### config.mk
export PLATFORM = sky130hd
export DESIGN_NAME = mult_seq_param
export DESIGN_NICKNAME = d
export VERILOG_FILES = /design/src/rtl/mult_seq_param.sv
export SDC_FILE = /design/constraint.sdc
export NUM_CORES = 1
export LEC_CHECK = 0
export BUFFER_PORTS_ARGS = -buffer_cell sky130_fd_sc_hd__buf_2
export CORE_ASPECT_RATIO = 0.6
export CORE_MARGIN = 4
export CORE_UTILIZATION = 47
export CTS_CLUSTER_DIAMETER = 30
export DETAILED_ROUTE_END_ITERATION = 8
export PLACE_DENSITY = 0.67
export SYNTH_ARGS = -nofsm -noshare
export SYNTH_HDL_FRONTEND = slang
export SYNTH_SLANG_ARGS = --single-unit
### constraint.sdc
create_clock -name clk -period 8 [get_ports clk]
set_clock_uncertainty 0.1 [all_clocks]
set_input_delay 1.6 -clock clk [delete_from_list [all_inputs] [get_ports clk]]
set_output_delay 1.6 -clock clk [all_outputs]
set_load 0.01 [all_outputs]
### src/rtl/mult_seq_param.sv
// Iterative shift-add multiplier with signed/unsigned modes, valid/ready handshakes on both sides and a flush.
// Operands are reduced to magnitudes on accept; the sign is reapplied once, when the product is registered.
module mult_seq_param #(
    parameter int WIDTH = 32,
    localparam int CNT_W = $clog2(WIDTH + 1)
) (
    input  logic                 clk,
    input  logic                 reset,
    input  logic                 flush,
    input  logic                 in_valid,
    output logic                 in_ready,
    input  logic                 signed_mode,
    input  logic [WIDTH-1:0]     op_a,
    input  logic [WIDTH-1:0]     op_b,
    output logic                 out_valid,
    input  logic                 out_ready,
    output logic [2*WIDTH-1:0]   product,
    output logic                 busy
);

    // state | meaning
    // IDLE  | waiting for operands, in_ready=1
    // CALC  | one shift-add iteration per cycle, WIDTH cycles
    // FIN   | apply sign and register the product
    // DONE  | product held until out_ready
    localparam logic [1:0] S_IDLE = 2'd0;
    localparam logic [1:0] S_CALC = 2'd1;
    localparam logic [1:0] S_FIN  = 2'd2;
    localparam logic [1:0] S_DONE = 2'd3;

    logic [1:0]           state_q, state_d;
    logic [CNT_W-1:0]     count_q, count_d;
    logic [2*WIDTH-1:0]   acc_q, acc_d;
    logic [WIDTH-1:0]     mag_a_q, mag_a_d;
    logic                 neg_q, neg_d;
    logic [2*WIDTH-1:0]   product_q, product_d;
    logic                 out_valid_q, out_valid_d;

    logic [WIDTH-1:0]     mag_a_in, mag_b_in, addend;
    logic [WIDTH:0]       sum;

    always_comb begin
        mag_a_in = (signed_mode && op_a[WIDTH-1]) ? (~op_a + {{(WIDTH-1){1'b0}}, 1'b1}) : op_a;
        mag_b_in = (signed_mode && op_b[WIDTH-1]) ? (~op_b + {{(WIDTH-1){1'b0}}, 1'b1}) : op_b;
        addend   = acc_q[0] ? mag_a_q : {WIDTH{1'b0}};
        sum      = {1'b0, acc_q[2*WIDTH-1:WIDTH]} + {1'b0, addend};
    end

    always_comb begin
        state_d     = state_q;
        count_d     = count_q;
        acc_d       = acc_q;
        mag_a_d     = mag_a_q;
        neg_d       = neg_q;
        product_d   = product_q;
        out_valid_d = out_valid_q;

        if (flush) begin
            state_d     = S_IDLE;
            count_d     = '0;
            out_valid_d = 1'b0;
        end else begin
            case (state_q)
                S_IDLE: begin
                    if (in_valid) begin
                        mag_a_d = mag_a_in;
                        neg_d   = signed_mode & (op_a[WIDTH-1] ^ op_b[WIDTH-1]);
                        acc_d   = {{WIDTH{1'b0}}, mag_b_in};
                        count_d = '0;
                        state_d = S_CALC;
                    end
                end
                S_CALC: begin
                    // carry-out lands in the MSB, so the full 2*WIDTH result survives
                    acc_d   = {sum, acc_q[WIDTH-1:1]};
                    count_d = count_q + {{(CNT_W-1){1'b0}}, 1'b1};
                    if (count_q == CNT_W'(WIDTH - 1)) begin
                        state_d = S_FIN;
                    end
                end
                S_FIN: begin
                    product_d   = neg_q ? (~acc_q + {{(2*WIDTH-1){1'b0}}, 1'b1}) : acc_q;
                    out_valid_d = 1'b1;
                    state_d     = S_DONE;
                end
                S_DONE: begin
                    if (out_ready) begin
                        out_valid_d = 1'b0;
                        state_d     = S_IDLE;
                    end
                end
                default: state_d = S_IDLE;
            endcase
        end
    end

    always_ff @(posedge clk or posedge reset) begin
        if (reset) begin
            state_q     <= S_IDLE;
            count_q     <= '0;
            acc_q       <= '0;
            mag_a_q     <= '0;
            neg_q       <= 1'b0;
            product_q   <= '0;
            out_valid_q <= 1'b0;
        end else begin
            state_q     <= state_d;
            count_q     <= count_d;
            acc_q       <= acc_d;
            mag_a_q     <= mag_a_d;
            neg_q       <= neg_d;
            product_q   <= product_d;
            out_valid_q <= out_valid_d;
        end
    end

    assign in_ready  = (state_q == S_IDLE);
    assign busy      = (state_q == S_CALC) || (state_q == S_FIN);
    assign out_valid = out_valid_q;
    assign product   = product_q;

endmodule
==> run metrics <==
outcome completed; Port Buf Inserts 136; core box area 0.0233 mm^2; initial core utilization 48.3%; Final Max Slew Viols 0; DRT iter0 DRCs 979; #FFs+latches synth 170; Via density 5.80; die area 0.0266 mm^2; CTS hold repair buffers 0; nets 1561; final worst-path cycle share 50.8%; critical path required time 8.18 ns; Synth top area share 37.7%; Clk Latency, worst-skew pair 0.44 ns; CTS tree built; crit path to acc_q[28]; initial antenna violation count 1; Critical Path End Type register; largest net degree at the start of global routing 129; Wirelength per Cell 18.4 um; # IOs 137; top-count cell post-synth nand2_1; chip width 208 um; final setup vio count 0; clock-pin slew on the worst setup and hold paths 0.07 ns; GRT busiest layer met1; share of cells above drive strength 1 13.0%; RSZ-0062 raised after global routing false; Area Growth Syn to Fin 13.0%; CTS buffer count 17; GRT Total Usage 24.2%; crit-path max FO 6; met3 usage 6.26%; Net Count, Synth 1475; Tmin final 4.06 ns; Ant. Diodes 0; PostCTS Resize Cnt 0; setup TNS 0 ns; total number of vias 10300; number of H-tree levels 4; met1 Use GR 42.5%; post-CTS setup buffer count 0; Syn Inst Count 1364; cells on worst reg2reg path 10; Synth Flop Type dfrtp_1; vias in the first global route 8972; Slew @ Worst Pin 1.18 ns; Seq/Total Area, Yosys 37.7%; first-pass iteration count of the detailed router 5; DR DRC count 0; Lkg Pwr 5.72 nW; Max Buffers Root-to-Sink 2; clock sink count 170; pwr/cell area 382 mW/mm^2; list of most frequent post-synthesis cells nand2_1 (233), o21ai_0 (199), dfrtp_1 (170); Synth area leaders dfrtp_1 (38%), o21ai_0 (8.8%), nand2_1 (7.8%); Hold Worst Slack 0.374 ns; post-DP HPWL 25.4 mm; synthesized area 0.0113 mm^2; worst reg2reg endpoint acc_q[61]; first-pass GRT wire length 51.5 mm; worst setup path class primary input to register; Final Hold Fails 0; number of synthesized flops with an enable pin 0; met2 usage 28.2%; reg2reg start acc_q[0]; Placer Congestion 0.943; Fmax 246 MHz; Async SR Flop Fraction 100%; slew margin rel. 21.5%; Overflow after GRT 0; flop2flop setup slack 4.51 ns; syn avg cell area 8.26 um^2; Critical Path Start op_b[5]; post-synth cell types 62; Max-cap violations 0; CTS Root Cell clkbuf_16; post-synth top area cell dfrtp_1; peak supply drop 0.000195 V; routed wire length 32.8 mm; CP arrival 4.24 ns; Startpoint Class primary input; Syn. warnings 0; worst hold path class register to register; Final ANT Viol Nets 0; row cnt 43; Die Ht 128 um
[final cells by class]
cell class	count	area [um^2]
fill	2251	10600
multi-input combinational	1093	6640
sequential	170	4260
timing repair buffer	142	726
clock buffer	18	429
tap	315	394
clock inverter	14	186
inverter	26	103
[logic make-up (layout without fill, tap and decap cells)]
logic type | after synthesis | in the layout | synth area share (%)
compound gates | 397 | 397 | 20.7
simple gates | 501 | 501 | 21.4
xor+xnor | 142 | 142 | 11.0
flops | 170 | 170 | 37.7
mux | 12 | 12 | 1.07
buf+inv | 101 | 200 | 3.39
fa+ha+maj | 41 | 41 | 4.62
[where the power goes]
| group | internal, W | total (W) | switching [W] |
|---|---|---|---|
| combinational | 0.000864 | 0.00228 | 0.00141 |
| sequential | 0.00123 | 0.00171 | 0.000488 |
| clock | 0.000499 | 0.000878 | 0.000379 |
| total | 0.00259 | 0.00487 | 0.00228 |
[state kept, by name (all words and copies together), names as in the netlist]
| register | flops |
|---|---|
| state_q | 2 |
| product | 64 |
| acc_q | 64 |
| out_valid | 1 |
| count_q | 6 |
| neg_q | 1 |
| mag_a_q | 32 |
[layout by cell type (no fill, tap or decap), types with 11 or more instances in the layout]
cell type  netlist  layout
xor2_1          95      95
mux2i_1         12      12
inv_1           26      25
and2_1          36      36
clkbuf_16        0      17
or3_1           18      18
nor3_1          23      23
a21oi_1         79      79
nand4_1         16      16
nand3_1         22      22
o21ai_0        199     199
nand2b_1        12      11
nor2_1          72      72
o41ai_1         18      18
nor4_1          14      14
dfrtp_1        170     169
nand2_1        233     233
buf_2            2     136
ha_1            40      39
or4_1           20      20
xnor2_1         47      47
o31ai_1         26      26
[worst min path at each step]
stage / cells past startpoint / to / start / slack, ns
6_report: 2 / mag_a_q[18] / mag_a_q[18] / 0.37
4_1_cts: 2 / mag_a_q[23] / mag_a_q[23] / 0.38
5_1_grt: 2 / mag_a_q[6] / mag_a_q[6] / 0.40
3_5_place_dp: 2 / mag_a_q[23] / mag_a_q[23] / 0.36
3_3_place_gp: 2 / mag_a_q[18] / mag_a_q[18] / 0.35
2_1_floorplan: 2 / mag_a_q[0] / mag_a_q[0] / 0.34
[layer usage]
layer	vias up	part of all wire, %
li1	5030	-
met3	25	9.7
met4	0	0.84
met1	4855	54
met5	-	0
met2	408	35
[per-stage QoR]
stage / worst slack [ns] / utilization [%] / cells / cell area, um^2 / total power (W)
floorplan: 1.70 / - / 1364 / 11300 / 0.00316
global placement: 3.51 / 51.9 / 1746 / 12100 / 0.00391
detailed placement: 3.55 / 51.9 / 1746 / 12100 / 0.00396
CTS: 4.00 / 54.5 / 1778 / 12700 / 0.00485
global route: 3.66 / 54.5 / 1778 / 12700 / 0.00523
finish: 3.94 / 54.5 / 1778 / 12700 / 0.00487
[critical path: stages]
cell and delay (ns):
buf_2 0.12, or4_1 0.63, nor4_1 0.78, o211ai_1 0.34, o41ai_1 0.46, xor2_1 0.19
o221ai_1 0.13
Note: power is estimated with default switching activity, not from simulation.
